**config.mk**
```make
export PLATFORM = sky130hd
export DESIGN_NAME = key_conditioner
export DESIGN_NICKNAME = d
export VERILOG_FILES = /design/src/rtl/key_conditioner.sv
export SDC_FILE = /design/constraint.sdc
export NUM_CORES = 1
export LEC_CHECK = 0
export CORE_MARGIN = 5
export CORE_UTILIZATION = 60
export CTS_BUF_LIST = sky130_fd_sc_hd__clkbuf_16
export CTS_CLUSTER_SIZE = 28
export DETAILED_ROUTE_END_ITERATION = 8
export DONT_BUFFER_PORTS = 1
export PLACE_DENSITY = 0.78
export SYNTH_ARGS = -nofsm -noshare
export SYNTH_HDL_FRONTEND = slang
export SYNTH_SLANG_ARGS = --single-unit
```
**constraint.sdc**
```tcl
create_clock -name clk -period 3.29 [get_ports clk]
set_input_delay 0.987 -clock clk [delete_from_list [all_inputs] [get_ports clk]]
set_output_delay 0.987 -clock clk [all_outputs]
set_load 0.01 [all_outputs]
```
**src/rtl/key_conditioner.sv**
```systemverilog
// key_conditioner: synchronises and debounces a raw active-low pushbutton.
// It produces registered press/release/long/repeat strobes, the debounced
// level, and a long-hold flag. The strobes are meant to be used as synchronous
// enables in the clk domain, never as clocks.
module key_conditioner #(
  parameter int DEBOUNCE_CYCLES = 1000000,
  parameter int LONG_CYCLES     = 50000000,
  parameter int REPEAT_CYCLES   = 10000000
) (
  input  logic clk,
  input  logic rst,
  input  logic key_n,
  output logic press_pulse,
  output logic release_pulse,
  output logic long_pulse,
  output logic repeat_pulse,
  output logic level,
  output logic long_held
);

  // Every counter shares one width, sized by the largest period. Each counter
  // stops at its own terminal value, so it never wraps past it.
  localparam int MAX_DL = (DEBOUNCE_CYCLES > LONG_CYCLES) ? DEBOUNCE_CYCLES : LONG_CYCLES;
  localparam int MAX_P  = (MAX_DL > REPEAT_CYCLES) ? MAX_DL : REPEAT_CYCLES;
  localparam int CW     = $clog2(MAX_P) + 1;

  localparam logic [CW-1:0] DB_LAST   = CW'(DEBOUNCE_CYCLES - 1);
  localparam logic [CW-1:0] LONG_LAST = CW'(LONG_CYCLES - 1);
  localparam logic [CW-1:0] REP_LAST  = CW'(REPEAT_CYCLES - 1);
  localparam logic [CW-1:0] ONE       = CW'(1);

  typedef enum logic [2:0] {
    IDLE,
    PRESS_WAIT,
    PRESSED,
    LONG,
    REL_WAIT
  } state_t;

  state_t        state;
  logic          key_meta;
  logic          ks;
  logic [CW-1:0] cnt;
  logic [CW-1:0] hold;
  logic [CW-1:0] rep;
  logic          from_long;

  // Two-flop synchronizer. The flops idle at 1 (released), so a reset never
  // produces a phantom press edge.
  always_ff @(posedge clk or negedge rst) begin
    if (!rst) begin
      key_meta <= 1'b1;
      ks       <= 1'b1;
    end else begin
      key_meta <= key_n;
      ks       <= key_meta;
    end
  end

  // Debounce/long-press FSM with registered outputs. The strobes default low
  // and each branch raises at most one of them.
  always_ff @(posedge clk or negedge rst) begin
    if (!rst) begin
      state         <= IDLE;
      cnt           <= '0;
      hold          <= '0;
      rep           <= '0;
      from_long     <= 1'b0;
      press_pulse   <= 1'b0;
      release_pulse <= 1'b0;
      long_pulse    <= 1'b0;
      repeat_pulse  <= 1'b0;
      level         <= 1'b0;
      long_held     <= 1'b0;
    end else begin
      press_pulse   <= 1'b0;
      release_pulse <= 1'b0;
      long_pulse    <= 1'b0;
      repeat_pulse  <= 1'b0;
      case (state)
        IDLE: begin
          if (!ks) begin
            state <= PRESS_WAIT;
            cnt   <= '0;
          end
        end
        PRESS_WAIT: begin
          if (ks) begin
            state <= IDLE;
          end else if (cnt == DB_LAST) begin
            state       <= PRESSED;
            hold        <= '0;
            press_pulse <= 1'b1;
            level       <= 1'b1;
          end else begin
            cnt <= cnt + ONE;
          end
        end
        PRESSED: begin
          // While the release is being qualified, hold stays frozen.
          if (ks) begin
            state     <= REL_WAIT;
            cnt       <= '0;
            from_long <= 1'b0;
          end else if (hold == LONG_LAST) begin
            state      <= LONG;
            rep        <= '0;
            long_pulse <= 1'b1;
            long_held  <= 1'b1;
          end else begin
            hold <= hold + ONE;
          end
        end
        LONG: begin
          if (ks) begin
            state     <= REL_WAIT;
            cnt       <= '0;
            from_long <= 1'b1;
          end else if (rep == REP_LAST) begin
            rep          <= '0;
            repeat_pulse <= 1'b1;
          end else begin
            rep <= rep + ONE;
          end
        end
        REL_WAIT: begin
          // A release glitch resumes the previous phase silently.
          if (!ks) begin
            state <= from_long ? LONG : PRESSED;
          end else if (cnt == DB_LAST) begin
            state         <= IDLE;
            release_pulse <= 1'b1;
            level         <= 1'b0;
            long_held     <= 1'b0;
          end else begin
            cnt <= cnt + ONE;
          end
        end
        default: state <= IDLE;
      endcase
    end
  end

endmodule

```
==> metrics <==
vias per cell=between 6 and 7; final setup fails=0; Vias=4341; initial detailed-routing violation count=between 300 and 400; Post-synth ARST share=between 90% and 100%; GRT Resource Usage Total=23.5%; number of global-route vias before repair=approximately 4200; Post-Synth Simple-Gate Area=29.2%; Synth area leader=dfrtp_1; Worst-Skew Late Latency=between 0.3 and 0.4 ns; actual slew at the worst max-slew pin=0.705 ns; fraction of layout cells with a size suffix above 1=under 10%; top cells by area, synth=dfrtp_1, nor2_1, xor2_1; DP Area=5210 um2; xor and xnor fraction of the mapped netlist area=around 7.2%; Worst Setup Start Kind=register; syn_nets=572; Initial DRT Pass Iterations=5; Worst Path Arrival=approximately 2.9 ns; status=finished clean; unrepaired setup endpoints after global routing=no; first-pass GRT wire length=slightly below 20 mm; Final Max Tran Viols=0; port bufs=0; Pwr Density=roughly 400 nW/um2; number of buffers created by CTS=9; RePlAce Congestion=around 0.89; register area share after synthesis=45.7%; DR WL/cell=~17 um; area share of the largest cell type after synthesis=approximately 45%; max-cap violation count=0; Worst-path clk slew=0.06 ns; Leakage=around 0.0023 uW; starting density of the core=between 60% and 70%; grt total ovfl=0; clk buf depth=2; Yosys cell types=between 50 and 60; largest net degree at the start of global routing=94; Sink Count=93; peak fanout along the critical path=16; critical path required time=about 3.5 ns; final hold viol count=0; post-synthesis mux area share=0.221%; Cells after Synth=around 570; Rel. slew slack=between 50% and 60%; die width=between 100 and 150 um; yosys warns=0; final net count=between 500 and 600; post-CTS setup buffer count=0; antenna-violating nets left=0; Fillers=just under 700; Final Util=between 60% and 70%; Mapped Area=about 5100 um2; Peak supply drop=roughly 0.21 mV; Main synth FF type=dfrtp_1; Clock Tree Root=clkbuf_16; I/O Pins=9; FF+latch count, synth=93; hold_buf cts=0; CTS tree=yes; htree depth=3; DP HPWL=around 8 mm; commonest non-fill, non-tap cell in the layout=dfrtp_1; Synth Area in Compound Gates=14.5%; Die ar.=10400 um2; Core Region=8260 um2; Die H=102 um; fin crit share=~82%; Syn Area/Cell=around 9.0 um2; worst hold path class=in -> async; minimum clock period=between 2 and 3 ns; largest family of logic cells by synthesized area=simple AND/OR/NAND/NOR gates; Post-synth EDFFs=0; final WL=11.3 mm; total negative slack=0 ns; Setup CP Type=reg -> reg; residual DRC count=0; CTS resizes=0; number of diodes=0; Fmax=~370 MHz; final setup skew=about 0.0047 ns; Crit. End Element=register; final instance area=5500 um2; initial antenna violation count=0; Synth Area in Adders=0.737%; P&R area growth vs syn=7.86%; row count=33; most frequent cells in the layout=dfrtp_1, nor2_1, nand2_1, o21ai_0, nand3_1
## through the flow
step           power [uW]  setup slack, ns  std cells  hold WS (ns)
2_1_floorplan        1210            0.948        566         0.345
3_3_place_gp         1220            0.709        659         0.346
3_5_place_dp         1220            0.624        659         0.353
4_1_cts              2220            0.592        675         0.334
5_1_grt              2280            0.493        675         0.324
6_report             2200            0.585        675         0.343
## registers in the layout, indices dropped and copies added (netlist names)
name           cells
rep               27
press_pulse        1
long_held          1
ks                 1
from_long          1
long_pulse         1
hold              27
state              3
release_pulse      1
level              1
key_meta           1
cnt               27
repeat_pulse       1
## kinds of logic (layout without fill, tap and decap cells)
kind of cell | Yosys count | after routing
AO/OA/AOI/OAI | 116 | 116
XOR/XNOR | 42 | 42
adder cells (fa/ha/maj) | 3 | 3
buffers and inverters | 30 | 34
flip-flops | 93 | 93
multiplexers | 1 | 1
AND/OR/NAND/NOR | 281 | 281
## area by class of cell
type / count / area (um2) / area share, %
clock buffer: 9 / 225 / 4.10
sequential: 93 / 2330 / 42.4
inverter: 7 / 26.3 / 0.478
tap: 105 / 131 / 2.39
multi-input combinational: 443 / 2640 / 48.1
timing repair buffer: 11 / 82.6 / 1.50
clock inverter: 7 / 58.8 / 1.07
## power breakdown
group / internal [uW] / leakage, uW / switching (uW)
registers: 1150 / 0.00129 / 9.98
logic: 13.9 / 0.000823 / 26.5
clock network: 578 / 0.000145 / 419
## synthesized netlist by cell type (7+ instances only)
library cell	n
dfrtp_1	91
nor2_1	70
nand2_1	56
o21ai_0	42
nand3_1	33
xor2_1	25
nand4_1	21
a21oi_1	20
o31ai_1	18
xnor2_1	17
clkbuf_1	16
and3_1	15
nor3_1	15
nor4_1	13
a31oi_1	9
nand2b_1	8
inv_1	7
## worst max-delay path, stage by stage, from the launching register on
cell and delay, ns:
dfrtp_1 0.41, or4b_1 0.53, or3_1 0.33, or4_4 0.52, nor3_4 0.17, buf_4 0.24, o21ai_2 0.09, mux2_2 0.28
## path summary, 6_finish.rpt
path | startpoint | end | cells after the start | slack [ns]
max | cnt[24] | hold[0] | 7 | 0.58
min | rst | rep[5] | 0 | 0.34
max reg2reg | cnt[24] | hold[0] | 7 | 0.58
min reg2reg | key_meta | ks | 0 | 0.36
max in group asynchronous | rst | ks | 0 | 2.72
min in group clk | key_meta | ks | 0 | 0.36
## per-layer routing
layer | GRT usage [%] | routed length, um | part of all wire [%] | vias to the layer above
li1 | - | - | - | 2069
met1 | 32.3 | 5010 | 45 | 2137
met2 | 37.6 | 5460 | 49 | 123
met3 | 4.78 | 646 | 5.7 | 12
met4 | 7.57 | 127 | 1.1 | 0
met5 | 0 | 0 | 0 | -
No activity file was read; power rests on OpenSTA's default activity.
